## src/rtl/puf_sequencer.sv

```systemverilog
// Host-side sequencer for puf_parallel: synchronizes host request/ack, settles the
// challenge, runs one evaluation with timeout/abort, and holds the response for the host.
module puf_sequencer #(
   parameter int unsigned CHAL_W         = 8,
   parameter int unsigned RESP_W         = 8,
   parameter int unsigned SYNC_STAGES    = 2,
   parameter int unsigned SETTLE_CYCLES  = 4,
   parameter int unsigned TIMEOUT_CYCLES = 65535
) (
   input  logic              clk,
   input  logic              rst_n,
   input  logic              host_req,
   input  logic              host_ack,
   input  logic [CHAL_W-1:0] challenge_in,
   input  logic              puf_done,
   input  logic [RESP_W-1:0] puf_response,
   output logic [CHAL_W-1:0] puf_challenge,
   output logic              puf_enable,
   output logic [RESP_W-1:0] response_out,
   output logic              resp_valid,
   output logic              timeout,
   output logic              busy
);

   localparam int unsigned CNT_MAX = (SETTLE_CYCLES > TIMEOUT_CYCLES) ? SETTLE_CYCLES
                                                                       : TIMEOUT_CYCLES;
   localparam int unsigned CNT_W   = $clog2(CNT_MAX + 1);

   typedef enum logic [2:0] {
      ST_IDLE    = 3'd0,
      ST_SETTLE  = 3'd1,
      ST_RUN     = 3'd2,
      ST_HOLD    = 3'd3,
      ST_RELEASE = 3'd4
   } state_e;

   state_e              state_q, state_d;
   logic [CNT_W-1:0]    cnt_q, cnt_d;
   logic [SYNC_STAGES-1:0] req_sync_q, ack_sync_q;
   logic                req_dly_q;
   logic                req_s, ack_s, req_rise;
   logic [CHAL_W-1:0]   chal_q, chal_d;
   logic [RESP_W-1:0]   resp_q, resp_d;
   logic                en_q, en_d;
   logic                valid_q, valid_d;
   logic                tmo_q, tmo_d;
   logic                busy_q, busy_d;

   assign req_s    = req_sync_q[SYNC_STAGES-1];
   assign ack_s    = ack_sync_q[SYNC_STAGES-1];
   assign req_rise = req_s & ~req_dly_q;

   // Host pin synchronizers and request edge history
   always_ff @(posedge clk or negedge rst_n) begin
      if (!rst_n) begin
         req_sync_q <= '0;
         ack_sync_q <= '0;
         req_dly_q  <= 1'b0;
      end else begin
         req_sync_q <= {req_sync_q[SYNC_STAGES-2:0], host_req};
         ack_sync_q <= {ack_sync_q[SYNC_STAGES-2:0], host_ack};
         req_dly_q  <= req_s;
      end
   end

   // State, counter and registered outputs
   always_ff @(posedge clk or negedge rst_n) begin
      if (!rst_n) begin
         state_q <= ST_IDLE;
         cnt_q   <= '0;
         chal_q  <= '0;
         resp_q  <= '0;
         en_q    <= 1'b0;
         valid_q <= 1'b0;
         tmo_q   <= 1'b0;
         busy_q  <= 1'b0;
      end else begin
         state_q <= state_d;
         cnt_q   <= cnt_d;
         chal_q  <= chal_d;
         resp_q  <= resp_d;
         en_q    <= en_d;
         valid_q <= valid_d;
         tmo_q   <= tmo_d;
         busy_q  <= busy_d;
      end
   end

   // Next-state and next-output logic
   always_comb begin
      state_d = state_q;
      cnt_d   = cnt_q;
      chal_d  = chal_q;
      resp_d  = resp_q;
      en_d    = en_q;
      valid_d = valid_q;
      tmo_d   = tmo_q;

      case (state_q)
         ST_IDLE: begin
            en_d    = 1'b0;
            valid_d = 1'b0;
            if (req_rise) begin
               chal_d  = challenge_in;
               tmo_d   = 1'b0;
               cnt_d   = '0;
               state_d = ST_SETTLE;
            end
         end
         ST_SETTLE: begin
            en_d = 1'b0;
            if (!req_s) begin
               cnt_d   = '0;
               state_d = ST_IDLE;
            end else if (cnt_q == CNT_W'(SETTLE_CYCLES - 1)) begin
               cnt_d   = '0;
               en_d    = 1'b1;
               state_d = ST_RUN;
            end else begin
               cnt_d = cnt_q + CNT_W'(1);
            end
         end
         ST_RUN: begin
            // A dropped request abandons the evaluation; done beats timeout otherwise
            if (!req_s) begin
               en_d    = 1'b0;
               cnt_d   = '0;
               state_d = ST_IDLE;
            end else if (puf_done) begin
               resp_d  = puf_response;
               valid_d = 1'b1;
               en_d    = 1'b0;
               cnt_d   = '0;
               state_d = ST_HOLD;
            end else if (cnt_q == CNT_W'(TIMEOUT_CYCLES - 1)) begin
               resp_d  = '0;
               tmo_d   = 1'b1;
               valid_d = 1'b1;
               en_d    = 1'b0;
               cnt_d   = '0;
               state_d = ST_HOLD;
            end else begin
               cnt_d = cnt_q + CNT_W'(1);
            end
         end
         ST_HOLD: begin
            if (ack_s) begin
               valid_d = 1'b0;
               cnt_d   = '0;
               state_d = ST_RELEASE;
            end
         end
         ST_RELEASE: begin
            if (!ack_s && !req_s) begin
               cnt_d   = '0;
               state_d = ST_IDLE;
            end
         end
         default: begin
            state_d = ST_IDLE;
            cnt_d   = '0;
            chal_d  = '0;
            resp_d  = '0;
            en_d    = 1'b0;
            valid_d = 1'b0;
            tmo_d   = 1'b0;
         end
      endcase

      busy_d = (state_d != ST_IDLE);
   end

   assign puf_challenge = chal_q;
   assign puf_enable    = en_q;
   assign response_out  = resp_q;
   assign resp_valid    = valid_q;
   assign timeout       = tmo_q;
   assign busy          = busy_q;

endmodule

```

## config.mk

```make
export PLATFORM = sky130hd
export DESIGN_NAME = puf_sequencer
export DESIGN_NICKNAME = d
export VERILOG_FILES = /design/src/rtl/puf_sequencer.sv
export SDC_FILE = /design/constraint.sdc
export NUM_CORES = 1
export LEC_CHECK = 0
export CORE_MARGIN = 10
export CORE_UTILIZATION = 51
export CTS_CLUSTER_SIZE = 25
export DETAILED_ROUTE_END_ITERATION = 6
export GPL_ROUTABILITY_DRIVEN = 0
export GPL_TIMING_DRIVEN = 0
export PLACE_DENSITY = 0.82
export SYNTH_ARGS = -nofsm -noshare
export SYNTH_HDL_FRONTEND = slang
export SYNTH_SLANG_ARGS = --single-unit
```

## constraint.sdc

```tcl
create_clock -name clk -period 2.5 [get_ports clk]
set_clock_uncertainty 0.15 [all_clocks]
set_input_delay 0.5 -clock clk [delete_from_list [all_inputs] [get_ports clk]]
set_output_delay 0.5 -clock clk [all_outputs]
set_load 0.005 [all_outputs]
```

Word-level counts from Yosys, hierarchy flattened
Cells that the tools add are included.
{"block": "op_classes", "addsub": 1, "n_reduce_logical": 16, "bitwise_logic": 7, "muxes": 39, "eq_ne": 14}
{"op": "2-to-1 mux 16 bit", "n": 8}
{"op": "one-hot mux 16 bit (5 select lines)", "n": 1}
{"op": "2-to-1 mux 8 bit", "n": 4}
{"op": "one-hot mux 8 bit (2 select lines)", "n": 2}
{"op": "2-to-1 mux 3 bit", "n": 8}
{"op": "adder 16 x 1 -> 16 bit (second input constant)", "n": 1}
{"op": "equality test 16 bit (second input constant)", "n": 1}
{"op": "equality test 16 x 2 -> 1 bit (second input constant)", "n": 1}
{"op": "one-hot mux 3 bit (5 select lines)", "n": 1}
{"op": "2-to-1 mux 1 bit", "n": 12}
{"op": "!= test 2 bit (second input constant)", "n": 6}
{"op": "one-hot mux 1 bit (3 select lines)", "n": 3}
{"op": "OR reduction 4 bit", "n": 2}
{"op": "equality test 3 x 2 -> 1 bit (second input constant)", "n": 2}
{"op": "inverter 1 bit", "n": 6}
{"op": "AND reduction 3 bit", "n": 2}
{"op": "AND reduction 5 bit", "n": 1}
{"op": "!= test 4 bit (second input constant)", "n": 1}
{"op": "AND reduction 2 bit", "n": 2}
{"op": "AND reduction 4 bit", "n": 1}
{"op": "OR reduction 2 bit", "n": 2}
{"op": "equality test 3 x 1 -> 1 bit (second input constant)", "n": 1}
{"op": "equality test 3 bit (second input constant)", "n": 1}
{"op": "logical NOT 3 bit", "n": 1}
{"op": "other kinds (6)", "n": 7}
{"block": "totals", "register_bits": 44, "output_inout_bits": 20, "in_bits": 21, "wordCells": 88}

Logic depth before layout (Yosys ltp)
Gate-level depths: netlist (run 1).
{"block": "depth", "depth_word": 6, "mapped_depth": 8, "mapped_depth_nobuf": 7}

Worst setup path after synthesis (run 1)
No wires, ideal clock.
{"block": "synth_path", "path_kind": "register to register", "start": "register cnt_q[0]", "end": "register cnt_q[4]", "t_arrival_ns": 1.663, "required_time_ns": 2.232, "setup_ns": 0.118, "n_path_buf": 1, "stages_incl_launch_ff": 9, "synth_period_minus_slack_ns": 1.931, "setup_slack_ns": 0.569, "path_cell_list": "dfrtp_1 > inv_1 > ha_1 > nand4_1 > nor4_4 > o22a_4 > buf_6 > o21ai_2 > a21o_1"}
{"block": "synth_via", "elab_chain_len": 5, "elab_cells_between_ends": 9, "classes_between": "add/sub: 1; eq/ne: 2; mux: 6"}
{"element": "start, declared", "line_no": "38", "source": "logic [CNT_W-1:0] cnt_q, cnt_d;"}
{"element": "start signal, assigned", "line_no": "79", "source": "cnt_q <= cnt_d;"}
{"element": "adder 16 x 1 -> 16 bit or equality test 16 bit (tied branches)", "line_no": "120, 143, 135"}
{"element": "2-to-1 mux 16 bit", "line_no": "135", "source": "end else if (cnt_q == CNT_W'(TIMEOUT_CYCLES - 1)) begin"}
{"element": "2-to-1 mux 16 bit", "line_no": "129", "source": "end else if (puf_done) begin"}
{"element": "2-to-1 mux 16 bit", "line_no": "125", "source": "if (!req_s) begin"}
{"element": "one-hot mux 16 bit (5 select lines) *", "line_no": "99", "source": "case (state_q)"}
Mark *: on every way between the ends. The rest lies on a longest branch, timed or not.
A chain may end at the register's enable or synchronous reset.

Worst setup path in the final report (run 1)
{"block": "layout_path", "start": "register state_q[2]", "end": "register cnt_q[7]"}
{"block": "layout_via", "elab_chain_len": 3, "elab_cells_between_ends": 10, "classes_between": "eq/ne: 7; mux: 1; reduce/logical: 2"}
{"element": "start, declared", "line_no": "37", "source": "state_e state_q, state_d;"}
{"element": "start signal, assigned", "line_no": "78", "source": "state_q <= state_d;"}
{"element": "equality test 3 bit (tied with other cells)", "line_no": "99"}
{"element": "!= test 2 bit (no source line)"}
{"element": "AND reduction 3 bit (no source line)"}
Several ways; a longest one is shown, not always the timed one.

==> flow_metrics.py, run 1 <==
metrics = {
    "synthesis": {
        "yosys_warnings": 0,
        "yosysSeqAreaShare_pct": 51.7,
        "avgSynthCellArea_um2": 10.5,
        "synth_fp_nets": 226,
        "synth_ff_type": "dfrtp_1",
        "synth-edff-count": 0,
        "synth.cell_area_um2": 2130,
        "synth.distinct_cells": 49,
        "async_flop_share_pct": 100,
        "ys_seq_elements": 44,
        "syn-instance-count": 203,
    },
    "clock_tree": {
        "clkTransAtPathRegs_ns": 0.09,
        "cts_tree": "done",
        "cts-hold-fix-buffers": 1,
        "post_cts_buffers": 0,
        "cts_resized": 0,
        "root_buffer": "clkbuf_8",
        "cts_buffers": 5,
        "clock-sinks": 44,
        "htree_levels": 2,
        "ctsLongestPathBuffers": 2,
        "clk_latency_ns": 0.30,
    },
    "timing": {
        "hold_viol": 0,
        "setup_violations": 0,
        "fin_hold_ws_ns": 0.204,
        "finalCritPeriodShare_pct": 90.0,
        "fin_setup_tns_ns": 0,
        "fin_ws_ns": 0.250,
        "timing.fmax_mhz": 444,
        "slew_headroom_pct": 45.1,
        "period_minus_slack_ns": 2.25,
        "drv_slew": 0,
        "worst_pin_slew_ns": 0.824,
        "rsz0062_at_grt": "no",
    },
    "critical_path": {
        "worstPathRequired_ns": 2.54,
        "worstSetupEndpointType": "flip-flop",
        "cp.arrival_ns": 2.29,
        "cpMaxStageDelayCell": "a22oi_1",
        "cp-start-kind": "flip-flop",
        "worstSetupPathType": "flip-flop to flip-flop",
        "crit_family": "compound AO/OA/AOI/OAI gates",
        "critPathMaxFanout": 10,
        "critPathBufInv": 1,
        "cp_slowest_stage_delay_ns": 0.66,
        "path_cells": "clkbuf_1, nand2b_1, a2bb2oi_1, a22oi_1, o21ai_1, o2bb2ai_1",
    },
    "pwr": {
        "power_frac_seq_pct": 44.6,
        "pwr-share-comb_pct": 28.2,
        "switchingPower_w": 0.000593,
        "p_sw_share_pct": 29.6,
        "power_per_cell_area_nw_per_um2": 734,
        "clockPowerShare_pct": 27.2,
        "power_leakage_nw": 1.17,
        "intPower_w": 0.00141,
        "irDropWorstVdd_v": 0.000454,
    },
    "placed_design": {
        "place_ws_ns": 0.194,
        "placed_area_um2": 2610,
        "port-buffer-count": 40,
        "dpl.hpwl_um": 3780,
    },
    "routing": {
        "ant_nets": 0,
        "routed_wl_um": 5300,
        "drc": 0,
        "first_iter_violations": 123,
        "vias_per_cell": 6.03,
        "firstDrtPassIters": 4,
        "vias": 1828,
        "wl_per_cell_um": 17.5,
    },
    "floorplan": {
        "boundaryPins": 41,
        "coreArea_um2": 4030,
        "start_util_pct": 52.9,
        "dieWidth_um": 84.6,
        "die_h_um": 84.6,
        "rows": 23,
        "die_area_um2": 7160,
    },
    "global_route": {
        "overflow": 0,
        "antenna_found_initial": 0,
        "grt_pass1_vias": 1797,
        "grt_first_pass_wirelength_um": 8980,
        "grt_max_degree": 35,
        "track_usage_pct": 15.1,
    },
    "outcome": {
        "status": "complete, no violations",
    },
    "job": {
        "cap_violations": 0,
    },
    "layout": {
        "drive_above_1_share_pct": 9.09,
        "multi_input_area_um2": 947,
        "regArea_um2": 1100,
        "final_util_pct": 67.8,
        "fin_area_um2": 2730,
        "insertedDiodeCount": 0,
        "fill_cells": 326,
        "fin_nets": 275,
        "area_growth_pct": 28.1,
    },
    "min_path": {
        "hold_class": "flip-flop to flip-flop",
    },
}
## synthesized netlist by cell type, types with 2 or more instances
master / n / area share [%]
dfrtp_1: 44 / 52
a22o_1: 17 / 7.0
nand3_1: 13 / 3.1
a21oi_1: 10 / 2.3
inv_1: 10 / 1.8
nand2_1: 10 / 1.8
o21ai_0: 8 / 1.9
nor2_1: 7 / 1.2
nor3_1: 6 / 1.4
clkbuf_1: 5 / 0.88
a31oi_1: 4 / 1.2
and3_1: 4 / 1.2
nand2b_1: 4 / 1.2
nand4_1: 4 / 1.2
o21bai_1: 4 / 1.4
and4_1: 3 / 1.2
buf_2: 3 / 0.70
nor2b_1: 3 / 0.88
nor4_1: 3 / 0.88
o211ai_1: 3 / 1.1
or3_1: 3 / 0.88
a21o_1: 2 / 0.70
a41oi_1: 2 / 0.82
ha_1: 2 / 1.2
nor3b_1: 2 / 0.70
o21ai_1: 2 / 0.47
o22ai_1: 2 / 0.59
xnor2_1: 2 / 0.82
## layout make-up
| type | instances | area share (%) |
|---|---|---|
| buffer | 9 | 1.65 |
| clock buffer | 5 | 2.52 |
| clock inverter | 3 | 1.56 |
| inverter | 10 | 1.37 |
| multi-input combinational | 140 | 34.7 |
| sequential | 44 | 40.3 |
| tap | 50 | 2.29 |
| timing repair buffer | 42 | 15.6 |
## layer usage
layer	vias to the layer above	GRT usage [%]	part of all wire, %
li1	865	-	-
met1	883	19.4	45
met2	71	23.0	46
met3	9	4.93	6.9
met4	0	5.99	1.6
met5	-	0	0
## final timing paths
check	to	start	slack [ns]	cells after the start
max	cnt_q[7]$_DFFE_PN0P_	state_q[2]$_DFF_PN0_	0.25	6
min	req_sync_q[1]$_DFF_PN0_	req_sync_q[0]$_DFF_PN0_	0.20	0
max reg2reg	cnt_q[7]$_DFFE_PN0P_	state_q[2]$_DFF_PN0_	0.25	6
min reg2reg	req_sync_q[1]$_DFF_PN0_	req_sync_q[0]$_DFF_PN0_	0.20	0
max in group asynchronous	response_out[1]$_DFFE_PN0P_	rst_n	1.28	3
min in group asynchronous	cnt_q[9]$_DFFE_PN0P_	rst_n	0.46	2
## worst reg2reg max path: cells and delay by family, from the launching register on
kind	cells	cell delay, ns
flops	1	0.37
compound gates	4	1.15
simple gates	1	0.26
buf+inv	1	0.21
## kinds of logic after synthesis
family | count (synthesis) | share of synthesized area (%)
AND/OR/NAND/NOR | 71 | 20.0
AO/OA/AOI/OAI | 65 | 22.5
flip-flops | 44 | 51.7
buffers and inverters | 19 | 3.88
XOR/XNOR | 2 | 0.822
adder cells (fa/ha/maj) | 2 | 1.17
## metrics by stage
stage               std cells  power, W
floorplan                 203   0.00118
global placement          293   0.00145
detailed placement        294   0.00147
CTS                       303   0.00202
global route              303   0.00213
finish                    303   0.00200
## flip-flops by register name, indices dropped and copies added (netlist names)
name,flops
cnt_q,16
puf_challenge,8
response_out,8
state_q,3
ack_sync_q,2
req_sync_q,2
busy,1
puf_enable,1
req_dly_q,1
resp_valid,1
timeout,1
## layout by cell type, fill, tap and decap left out, types with 2 or more instances in the layout
cell / instances
a21o_1: 2
a21oi_1: 10
a22o_1: 17
a31oi_1: 4
a41oi_1: 2
and3_1: 4
and4_1: 3
buf_2: 4
clkbuf_1: 5
clkbuf_8: 5
clkdlybuf4s50_1: 39
dfrtp_1: 44
ha_1: 2
inv_1: 10
nand2_1: 10
nand2b_1: 4
nand3_1: 13
nand4_1: 4
nor2_1: 7
nor2b_1: 3
nor3_1: 6
nor3b_1: 2
nor4_1: 3
o211ai_1: 3
o21ai_0: 8
o21ai_1: 2
o21bai_1: 4
o22ai_1: 2
or3_1: 3
xnor2_1: 2
## power groups by stage
| stage | logic [W] | registers (W) | clock network (W) |
|---|---|---|---|
| detailed placement | 0.000564 | 0.000906 | 0 |
| CTS | 0.000570 | 0.000893 | 0.000556 |
| floorplan | 0.000275 | 0.000904 | 0 |
| global route | 0.000632 | 0.000915 | 0.000582 |
| finish | 0.000566 | 0.000894 | 0.000544 |
| global placement | 0.000551 | 0.000900 | 0 |
(Power assumes the default switching activity.)
==> inputs of run 2 (changes only) <==
--- a/config.mk
+++ b/config.mk
@@ -6,12 +6,12 @@
 export NUM_CORES = 1
 export LEC_CHECK = 0
 export CORE_MARGIN = 10
-export CORE_UTILIZATION = 51
+export CORE_UTILIZATION = 53
+export CTS_BUF_LIST = sky130_fd_sc_hd__clkbuf_8
 export CTS_CLUSTER_SIZE = 25
 export DETAILED_ROUTE_END_ITERATION = 6
-export GPL_ROUTABILITY_DRIVEN = 0
 export GPL_TIMING_DRIVEN = 0
-export PLACE_DENSITY = 0.82
+export PLACE_DENSITY = 0.84
 export SYNTH_ARGS = -nofsm -noshare
 export SYNTH_HDL_FRONTEND = slang
 export SYNTH_SLANG_ARGS = --single-unit
==> flow_metrics.py, run 2 (synthesis gave the netlist of run 1 again) <==
metrics = {
    "outcome": {
        "status": "complete, but fails checks",
        "violations": "hold timing",
    },
    "routing": {
        "first_iter_violations": 106,
        "wl_per_cell_um": 17.4,
        "drc": 0,
        "vias_per_cell": 5.93,
        "firstDrtPassIters": 4,
        "vias": 1778,
        "ant_nets": 0,
        "routed_wl_um": 5210,
    },
    "clock_tree": {
        "cts_resized": 0,
        "cts_tree": "done",
        "htree_levels": 2,
        "ctsLongestPathBuffers": 2,
        "cts_buffers": 5,
        "clkTransAtPathRegs_ns": 0.09,
        "clock-sinks": 44,
        "root_buffer": "clkbuf_8",
        "cts-hold-fix-buffers": 0,
        "post_cts_buffers": 0,
        "clk_latency_ns": 0.30,
    },
    "global_route": {
        "grt_max_degree": 26,
        "antenna_found_initial": 0,
        "grt_pass1_vias": 1708,
        "grt_first_pass_wirelength_um": 8850,
        "overflow": 0,
        "track_usage_pct": 15.1,
    },
    "critical_path": {
        "rr_endpoint": "cnt_q[5]$_DFFE_PN0P_",
        "worstSetupEndpointType": "flip-flop",
        "worstSetupPathType": "flip-flop to flip-flop",
        "cp-start-kind": "flip-flop",
        "worstPathRequired_ns": 2.53,
        "ff2ff_setup_slack_ns": 0.23,
        "cp.arrival_ns": 2.30,
        "reg2regPathDepth": 8,
        "r2r-start": "cnt_q[0]$_DFFE_PN0P_",
        "critPathMaxFanout": 10,
    },
    "timing": {
        "fin_setup_tns_ns": 0,
        "finalCritPeriodShare_pct": 90.7,
        "rsz0062_at_grt": "no",
        "hold_viol": 4,
        "fin_ws_ns": 0.233,
        "setup_violations": 0,
        "period_minus_slack_ns": 2.27,
        "worst_pin_slew_ns": 0.827,
        "timing.fmax_mhz": 441,
        "fin_hold_ws_ns": -0.00863,
        "drv_slew": 0,
        "slew_headroom_pct": 44.8,
    },
    "floorplan": {
        "dieWidth_um": 83.4,
        "boundaryPins": 41,
        "rows": 22,
        "start_util_pct": 56.5,
        "coreArea_um2": 3770,
        "die_h_um": 83.4,
        "die_area_um2": 6960,
    },
    "layout": {
        "layout_commonest_cell": "dfrtp_1",
        "largest_reg_flops": 16,
        "drive_above_1_share_pct": 9.13,
        "area_growth_pct": 28.1,
        "regMostFlops": "cnt_q",
        "fin_nets": 274,
        "insertedDiodeCount": 0,
        "mostFrequentLayoutCells": "dfrtp_1 (44), clkdlybuf4s50_1 (39), a22o_1 (17)",
        "final_util_pct": 72.4,
        "fin_area_um2": 2730,
    },
    "pwr": {
        "p_sw_share_pct": 29.7,
        "switchingPower_w": 0.000598,
        "clockPowerShare_pct": 27.4,
        "power_leakage_nw": 1.17,
        "power_frac_seq_pct": 44.5,
        "power_per_cell_area_nw_per_um2": 738,
        "intPower_w": 0.00142,
        "pwr-share-comb_pct": 28.1,
        "irDropWorstVdd_v": 0.000601,
        "p_total_w": 0.00201,
    },
    "placed_design": {
        "place_ws_ns": 0.169,
        "placed_area_um2": 2610,
        "place.gp.congestion": 0.907,
        "dpl.hpwl_um": 3830,
        "port-buffer-count": 40,
    },
    "min_path": {
        "hold_class": "input pin to asynchronous set/reset pin",
    },
    "job": {
        "cap_violations": 0,
    },
}
## run 2: cell types whose count changed in the layout (fill, tap and decap cells not counted), sizes merged
cell,change
clkinv,-1
inv,+1
dlygate4sd3,-1
## run 2: layout make-up
| class | instances | area, um2 |
|---|---|---|
| Inverter | 10 | 37.5 |
| Clock buffer | 5 | 68.8 |
| Buffer | 9 | 45.0 |
| Fill cell | 272 | 1040 |
| Clock inverter | 3 | 46.3 |
| Sequential cell | 44 | 1100 |
| Tap cell | 48 | 60.1 |
| Multi-Input combinational cell | 140 | 947 |
| Timing Repair Buffer | 41 | 423 |
## run 2: worst max-delay path: stages, from the launching register on
cell	delay, ns
dfrtp_1	0.43
inv_1	0.08
ha_1	0.16
nand4_1	0.14
nor4_4	0.47
o22ai_2	0.22
buf_2	0.23
a21oi_1	0.17
o22ai_1	0.10
## run 2: power by group through the flow
stage | clock network (W) | logic [W] | registers, W
floorplan | 0 | 0.000275 | 0.000904
global placement | 0 | 0.000553 | 0.000901
detailed placement | 0 | 0.000567 | 0.000909
CTS | 0.000564 | 0.000570 | 0.000896
global route | 0.000592 | 0.000621 | 0.000917
finish | 0.000551 | 0.000566 | 0.000897
## run 2: worst max-delay path by stage
stage | start | endpoint | slack, ns | cells after the start
after CTS | cnt_q[0]$_DFFE_PN0P_ | cnt_q[5]$_DFFE_PN0P_ | 0.25 | 8
after global routing | cnt_q[0]$_DFFE_PN0P_ | cnt_q[2]$_DFFE_PN0P_ | 0.05 | 8
after global placement | rst_n | cnt_q[4]$_DFFE_PN0P_ | -0.33 | 1
after detailed placement | puf_done | cnt_q[10]$_DFFE_PN0P_ | 0.17 | 6
after floorplan | cnt_q[0]$_DFFE_PN0P_ | cnt_q[4]$_DFFE_PN0P_ | 0.57 | 8
final | cnt_q[0]$_DFFE_PN0P_ | cnt_q[5]$_DFFE_PN0P_ | 0.23 | 8
## run 2: routing by layer
layer / part of all wire (%) / wire length (um) / global-route usage (%)
met5: 0 / 0 / 0
met4: 1.2 / 65 / 4.92
met3: 4.3 / 222 / 3.71
met2: 46 / 2420 / 22.9
met1: 48 / 2500 / 20.5
## run 2: per-stage QoR
| stage | hold WS (ns) | std cells |
|---|---|---|
| after floorplan | 0.0544 | 203 |
| after global placement | 0.182 | 291 |
| after detailed placement | 0.186 | 292 |
| after CTS | 0.00545 | 300 |
| after global routing | 0.0175 | 300 |
| final | -0.00863 | 300 |
